### src/rtl/mult_pkg.sv
// rtl/mult_pkg.sv - shared widths and state encodings for the shift-add multiplier
package mult_pkg;

  localparam int MULT_WIDTH = 4;

  typedef enum logic [1:0] {
    PH_IDLE     = 2'b00,
    PH_LOADED   = 2'b01,
    PH_SHIFTING = 2'b10
  } phase_t;

  // Encodings used by multiplier_controller; kept here so both sides agree.
  typedef enum logic [1:0] {
    CTRL_IDLE  = 2'b00,
    CTRL_INIT  = 2'b01,
    CTRL_SHIFT = 2'b10,
    CTRL_DONE  = 2'b11
  } ctrl_state_t;

endpackage

### src/rtl/mult_result_reg.sv
// rtl/mult_result_reg.sv - product holding register with valid/ack handshake
module mult_result_reg #(
  parameter int PW = 8
) (
  input  logic          clock,
  input  logic          reset,
  input  logic          load,
  input  logic [PW-1:0] load_data,
  input  logic          ack,
  output logic [PW-1:0] product,
  output logic          product_valid,
  output logic          overrun
);

  always_ff @(posedge clock) begin
    if (!reset) begin
      product       <= '0;
      product_valid <= 1'b0;
      overrun       <= 1'b0;
    end else if (load) begin
      product       <= load_data;
      product_valid <= 1'b1;
      // An unacknowledged result is being replaced.
      if (product_valid && !ack)
        overrun <= 1'b1;
    end else if (product_valid && ack) begin
      product_valid <= 1'b0;
    end
  end

endmodule

### src/rtl/shift_add_multiplier_datapath.sv
// rtl/shift_add_multiplier_datapath.sv - unsigned shift-and-add multiply driven by controller strobes
module shift_add_multiplier_datapath
  import mult_pkg::*;
#(
  parameter int WIDTH = MULT_WIDTH,
  localparam int CW = $clog2(WIDTH + 1)
) (
  input  logic               clock,
  input  logic               reset,
  input  logic               init,
  input  logic               SR,
  input  logic [WIDTH-1:0]   multiplicand,
  input  logic [WIDTH-1:0]   multiplier,
  output logic [2*WIDTH-1:0] product,
  output logic               product_valid,
  input  logic               product_ack,
  output logic               busy,
  output logic [CW-1:0]      step_count,
  output logic               seq_error,
  output logic               overrun
);

  localparam logic [CW-1:0] LAST_STEP = CW'(WIDTH - 1);

  phase_t           phase, phase_next;
  logic [WIDTH-1:0] a_reg;
  logic [WIDTH:0]   acc;
  logic [WIDTH-1:0] q_reg;
  logic [WIDTH:0]   sum;
  logic             do_load, do_step, do_final, err_set;

  assign sum = acc + {1'b0, (q_reg[0] ? a_reg : '0)};

  always_ff @(posedge clock) begin
    if (!reset) phase <= PH_IDLE;
    else        phase <= phase_next;
  end

  always_comb begin
    phase_next = phase;
    if (do_load)
      phase_next = PH_LOADED;
    else if (init && SR)
      phase_next = PH_IDLE;
    else if (do_step)
      phase_next = PH_SHIFTING;
  end

  always_comb begin
    do_load  = 1'b0;
    do_step  = 1'b0;
    do_final = 1'b0;
    err_set  = 1'b0;
    busy     = (phase != PH_IDLE);
    if (init && !SR) begin
      do_load = 1'b1;
    end else if (SR) begin
      if (phase == PH_IDLE) begin
        err_set = 1'b1;
      end else if (init) begin
        if (step_count == LAST_STEP) begin
          do_step  = 1'b1;
          do_final = 1'b1;
        end else begin
          err_set = 1'b1;
        end
      end else begin
        do_step = 1'b1;
        // Last step arrived without init: the controller should have finalized.
        if (step_count == LAST_STEP)
          err_set = 1'b1;
      end
    end
  end

  always_ff @(posedge clock) begin
    if (!reset) begin
      a_reg      <= '0;
      acc        <= '0;
      q_reg      <= '0;
      step_count <= '0;
      seq_error  <= 1'b0;
    end else begin
      if (do_load) begin
        a_reg      <= multiplicand;
        q_reg      <= multiplier;
        acc        <= '0;
        step_count <= '0;
      end else if (do_step) begin
        acc        <= {1'b0, sum[WIDTH:1]};
        q_reg      <= {sum[0], q_reg[WIDTH-1:1]};
        step_count <= step_count + 1'b1;
      end
      if (err_set)
        seq_error <= 1'b1;
    end
  end

  // Post-step {acc,Q} with the always-zero carry dropped.
  mult_result_reg #(.PW(2 * WIDTH)) u_result (
    .clock         (clock),
    .reset         (reset),
    .load          (do_final),
    .load_data     ({sum, q_reg[WIDTH-1:1]}),
    .ack           (product_ack),
    .product       (product),
    .product_valid (product_valid),
    .overrun       (overrun)
  );

endmodule

### config.mk
export PLATFORM = sky130hd
export DESIGN_NAME = shift_add_multiplier_datapath
export DESIGN_NICKNAME = d
export VERILOG_FILES = /design/src/rtl/mult_pkg.sv /design/src/rtl/mult_result_reg.sv /design/src/rtl/shift_add_multiplier_datapath.sv
export SDC_FILE = /design/constraint.sdc
export NUM_CORES = 1
export LEC_CHECK = 0
export ABC_AREA = 0
export BUFFER_PORTS_ARGS = -buffer_cell sky130_fd_sc_hd__buf_2
export CAP_MARGIN = 20
export CORE_MARGIN = 2
export CORE_UTILIZATION = 35
export DETAILED_ROUTE_END_ITERATION = 16
export PLACE_DENSITY = 0.63
export SLEW_MARGIN = 10
export SYNTH_ARGS = -nofsm -noshare
export SYNTH_HDL_FRONTEND = slang
export SYNTH_HIERARCHICAL = 1
export SYNTH_SLANG_ARGS = --single-unit
### constraint.sdc
create_clock -name clock -period 2.8 [get_ports clock]
set_input_delay 0.14 -clock clock [delete_from_list [all_inputs] [get_ports clock]]
set_output_delay 0.14 -clock clock [all_outputs]
set_load 0.02 [all_outputs]
# After elaboration in Yosys (flattened, before gate mapping)
# Cells that the tools add are included.
[word_totals]
reg_bits = 28
input_bits = 13
output_inout_bits = 15
word_cells = 51
[op_classes]
addsub = 2
eq_ne = 1
n_mux = 23
bitwise_logic = 1
reduce_logical = 14
[ops]
columns = ["cell", "n"]
rows = [
  ["$mux W1", 20],
  ["$mux W4", 3],
  ["$reduce_bool A2 Y1", 3],
  ["$add A4 B4 Y5", 1],
  ["$logic_and A1 B1 Y1", 4],
  ["$add A3 B1 Y3 const B", 1],
  ["$eq A3 B2 Y1 const B", 1],
  ["$reduce_bool A3 Y1", 1],
  ["$reduce_or A3 Y1", 1],
  ["$logic_not A1 Y1", 2],
  ["$logic_not A2 Y1", 1],
  ["$reduce_and A2 Y1", 1],
  ["$reduce_or A2 Y1", 1],
  ["$not A1 Y1", 1],
]

# Logic depth before layout (Yosys ltp)
[logic_depth]
ltp_word = 9
mapped_depth = 9
ltp_nobuf = 9

# Hierarchy
# Netlist, hierarchy kept.
[by_module_without_submodules]
columns = ["mod", "instances", "cells_each", "area_each_um2", "seq_area_each_um2"]
rows = [
  ["shift_add_multiplier_datapath", 1, 101, 987.2, 360.3],
  ["mult_result_reg", 1, 32, 374.1, 200.2],
]

# Least setup slack after synthesis
# Ideal clock, no wire load.
[synth_timing]
path_type = "reg2reg"
from = "register step_count[0]"
to = "register step_count[1]"
setup_ns = 0.114
arrival_time_ns = 1.626
required_ns = 2.686
setup_slack_ns = 1.060
path_stages_with_launch = 9
n_path_buf = 1
synth_period_minus_slack_ns = 1.740
cell_sequence = "dfxtp_1 ha_1 ha_1 inv_1 ha_1 nor2_8 buf_8 mux2i_1 nor2_1"
[synth_via]
elab_chain_len = 6
elab_cells_between_ends = 7
classes_between = "add/sub: 1; eq/ne: 1; mux: 5"
[synth_rtl]
columns = ["item", "line_no", "source"]
rows = [
  ["start: declaration", "shift_add_multiplier_datapath.sv:18", "output logic [CW-1:0] step_count,"],
  ["start signal: assignment", "shift_add_multiplier_datapath.sv:92", "step_count <= step_count + 1'b1;"],
  ["$eq A3 B2 Y1", "shift_add_multiplier_datapath.sv:61", "if (step_count == LAST_STEP) begin"],
  ["$mux W1", "shift_add_multiplier_datapath.sv:61", ""],
  ["$mux W1", "shift_add_multiplier_datapath.sv:60", "end else if (init) begin"],
  ["$mux W1", "shift_add_multiplier_datapath.sv:58", "if (phase == PH_IDLE) begin"],
  ["$mux W1", "shift_add_multiplier_datapath.sv:57", "end else if (SR) begin"],
  ["$mux W1", "shift_add_multiplier_datapath.sv:55", "if (init && !SR) begin"],
]
# Several ways; a longest one is shown, not always the timed one.
# A chain may end at the register's enable or synchronous reset.

# Final worst setup path
[layout_timing]
from = "register q_reg[0]"
to = "register u_result.product[6]"
[layout_via]
elab_chain_len = 2
[layout_rtl]
columns = ["item", "line_no", "source"]
rows = [
  ["start: declaration", "shift_add_multiplier_datapath.sv:28", "logic [WIDTH-1:0] q_reg;"],
  ["start signal: assignment", "shift_add_multiplier_datapath.sv:86", "q_reg <= multiplier;"],
  ["start signal: assignment", "shift_add_multiplier_datapath.sv:91", "q_reg <= {sum[0], q_reg[WIDTH-1:1]};"],
  ["$mux W4", "shift_add_multiplier_datapath.sv:32", "assign sum = acc + {1'b0, (q_reg[0] ? a_reg : '0)};"],
  ["$add A4 B4 Y5", "shift_add_multiplier_datapath.sv:32", ""],
  ["via sum[3]", "shift_add_multiplier_datapath.sv:29", "logic [WIDTH:0] sum;"],
  ["end signal: assignment", "mult_result_reg.sv:21", "product <= load_data;"],
  ["end: declaration", "mult_result_reg.sv:10", "output logic [PW-1:0] product,"],
]
# The timed path passes the listed nets, and every way through them passes these cells.

==> flow_summary.ini <==
[run_status]
status = finished, final reports clean

[power_and_ir_drop]
swShare_pct = 22.7
leakage_uw = 0.000689
vdd_drop_max_v = 0.000230
power_frac_seq_pct = 57.1
p_int_uw = 562
power.density_nw_per_um2 = 467
power_uw = 727
p_switching_uw = 165
combPwrFrac_pct = 8.5
clock_power_share_pct = 34.3

[routing]
dr_total_vias = 960
wl_per_cell_um = 11.5
drt-total-wl_um = 2370
firstDrtPassIters = 3
via_per_inst = 4.66
drt_iter0_markers = 11
ant_nets = 0
drcViolationCount = 0

[critical_path]
cpMostUsedCell = and2_1
cp_max_fo = 5
crit_buf_inv = 0
critPathTopFamily = simple AND/OR/NAND/NOR gates
critPathRequiredTime_ps = 2970
reg2regPathDepth = 7
critPathArrivalTime_ps = 2000
critPathSlowestCell = or3_1
max_stage_delay_ps = 350
rr_startpoint = q_reg[0]
end_kind = register
start_kind = register
reg2reg_to = u_result/product[6]
path_cells = and2_1 -> ha_1 -> and3_1 -> or3_1 -> and2_1 -> mux2i_1 -> nor2b_1
reg2reg_slack_ps = 980
critical_path_class = reg2reg

[finish]
layout_common_cells = dfxtp_1 (28), buf_2 (27), mux2i_1 (17)
largest_register_ffs = 8
nFillCells = 381
layout-drive-gt1-share_pct = 25.9
final_cells = 206
top_register = u_result/product
num_antenna_cells = 0
syn_to_final_growth_pct = 14.5
mostFrequentLayoutCell = dfxtp_1
final_nets = 181

[die]
die_h_um = 66.4
initial_utilization_pct = 36.9
num_io_pins = 28
die_w_um = 66.4
dieArea_um2 = 4400
core-area_um2 = 3690
rows = 22

[sta]
min_period_over_period_pct = 65.1
tightestPinTransition_ps = 613
max_freq_mhz = 548
skew_ps = 7.15
hold_viol = 0
final_max_slew_viol_count = 0
holdWs_ps = 93.3
relSlewSlack_pct = 59.2
period_needed_ps = 1820
rsz0062_at_grt = no
setup_ws_ps = 977
setup_viol = 0
finalSetupTns_ps = 0

[clock_tree]
htree_levels = 1
clk_latency_ps = 280
cts_hold_buf = 0
postCtsSetupBuffers = 0
cts_tree = built
cts-root-buf = clkbuf_8
clk_pin_slew_worst_paths_ps = 100
clock_sinks = 28
cts_buffer_depth = 2
cts-buffers-inserted = 3
cts_resized = 0

[synth]
ys_warn_count = 6
seq_area_frac_synth_pct = 41.2
yosysUniqueCellTypes = 33
syn_area_um2 = 1360
synth.avg_cell_area_um2 = 10.2
syn_inst = 133
syn_nets = 155
synth-seq-cells = 28

[placement]
gp_congestion = 0.875
place_hpwl_um = 1810
placed_cells = 202
io_buffers = 27
dpl_worst_slack_ps = 953

[global_route]
grt_max_degree = 24
grt_pass1_vias = 935
grt-ovfl-total = 0
grt_util_all_layers_pct = 12.5
antenna_found_initial = 0
grt_pass1_wl_um = 4180

[worst_hold_path]
hold_path_end = phase[0]
hold_start = SR
holdPathStages = 2
hp-class = in2reg

[flow_run]
drv_cap = 0
-- worst reg2reg max path: cells and delay by family, from the launching register on --
kind | cells | cell delay [ps]
adders and majority gates | 1 | 330
DFF | 1 | 340
muxes | 1 | 120
and+or+nand+nor | 5 | 920
-- layer usage --
layer	up-vias	GRT usage (%)	wire length, um
met4	0	5.36	42
met5	-	0	0
met1	437	15.5	1100
met2	17	21.1	1130
li1	501	-	-
met3	5	2.21	101
-- how the worst max path moves through the flow --
stage,start,cells past startpoint,end
after global placement,step_count[0],6,u_result/product[0]
final,q_reg[0],7,u_result/product[6]
after global routing,step_count[0],6,u_result/product[0]
after floorplan,step_count[0],8,step_count[1]
after CTS,step_count[0],6,u_result/product[0]
after detailed placement,step_count[0],6,u_result/product[0]
-- logic make-up after synthesis --
family	count (synthesis)	synth area share, %
adders and majority gates	9	8.82
muxes	17	12.5
and+or+nand+nor	42	20.2
DFF	28	41.2
AOI/OAI and AO/OA	23	10.5
xor gates and xnor gates	2	1.29
buffers and inverters	12	5.51
-- synth_stat cells, drive strengths merged --
library cell  number  area, um2
o21a               1       7.51
o21ai             10       53.8
inv                6       22.5
buf                4       45.0
fa                 1       20.0
a22o               1       8.76
nor2               7       47.5
mux2i             17        170
nand3              1       5.00
nand2              4       22.5
and3b              1       8.76
clkbuf             2       7.51
a21oi              8       40.0
and3               2       12.5
ha                 8        100
a21o               1       7.51
or3                1       6.26
nand2b             3       18.8
and2               5       31.3
nor3b              1       12.5
nor3               1       10.0
a211oi             2       25.0
xnor2              2       17.5
nor2b             15       93.8
dfxtp             28        561
or2                1       6.26
-- cell type report --
type	instances	area, um2	share of cell area (%)
Sequential cell	28	561	36.0
Inverter	6	22.5	1.44
Timing Repair Buffer	27	135	8.67
Tap cell	48	60.1	3.85
Multi-Input combinational cell	93	726	46.5
Clock buffer	4	55.1	3.53
-- per-stage QoR --
| stage | util, % | cell area, um2 |
|---|---|---|
| 5_1_grt | 42.3 | 1560 |
| 3_5_place_dp | 40.8 | 1500 |
| 6_report | 42.3 | 1560 |
| 2_1_floorplan | - | 1360 |
| 3_3_place_gp | 40.8 | 1500 |
| 4_1_cts | 42.3 | 1560 |
-- power groups by stage --
stage / Combinational [uW] / Sequential [uW] / Clock (uW)
after global placement: 61.3 / 424 / 0
after detailed placement: 63.1 / 425 / 0
final: 62.1 / 416 / 250
after CTS: 63.2 / 416 / 257
after floorplan: 44.8 / 425 / 0
after global routing: 69.6 / 417 / 272
No activity file was read; power rests on OpenSTA's default activity.
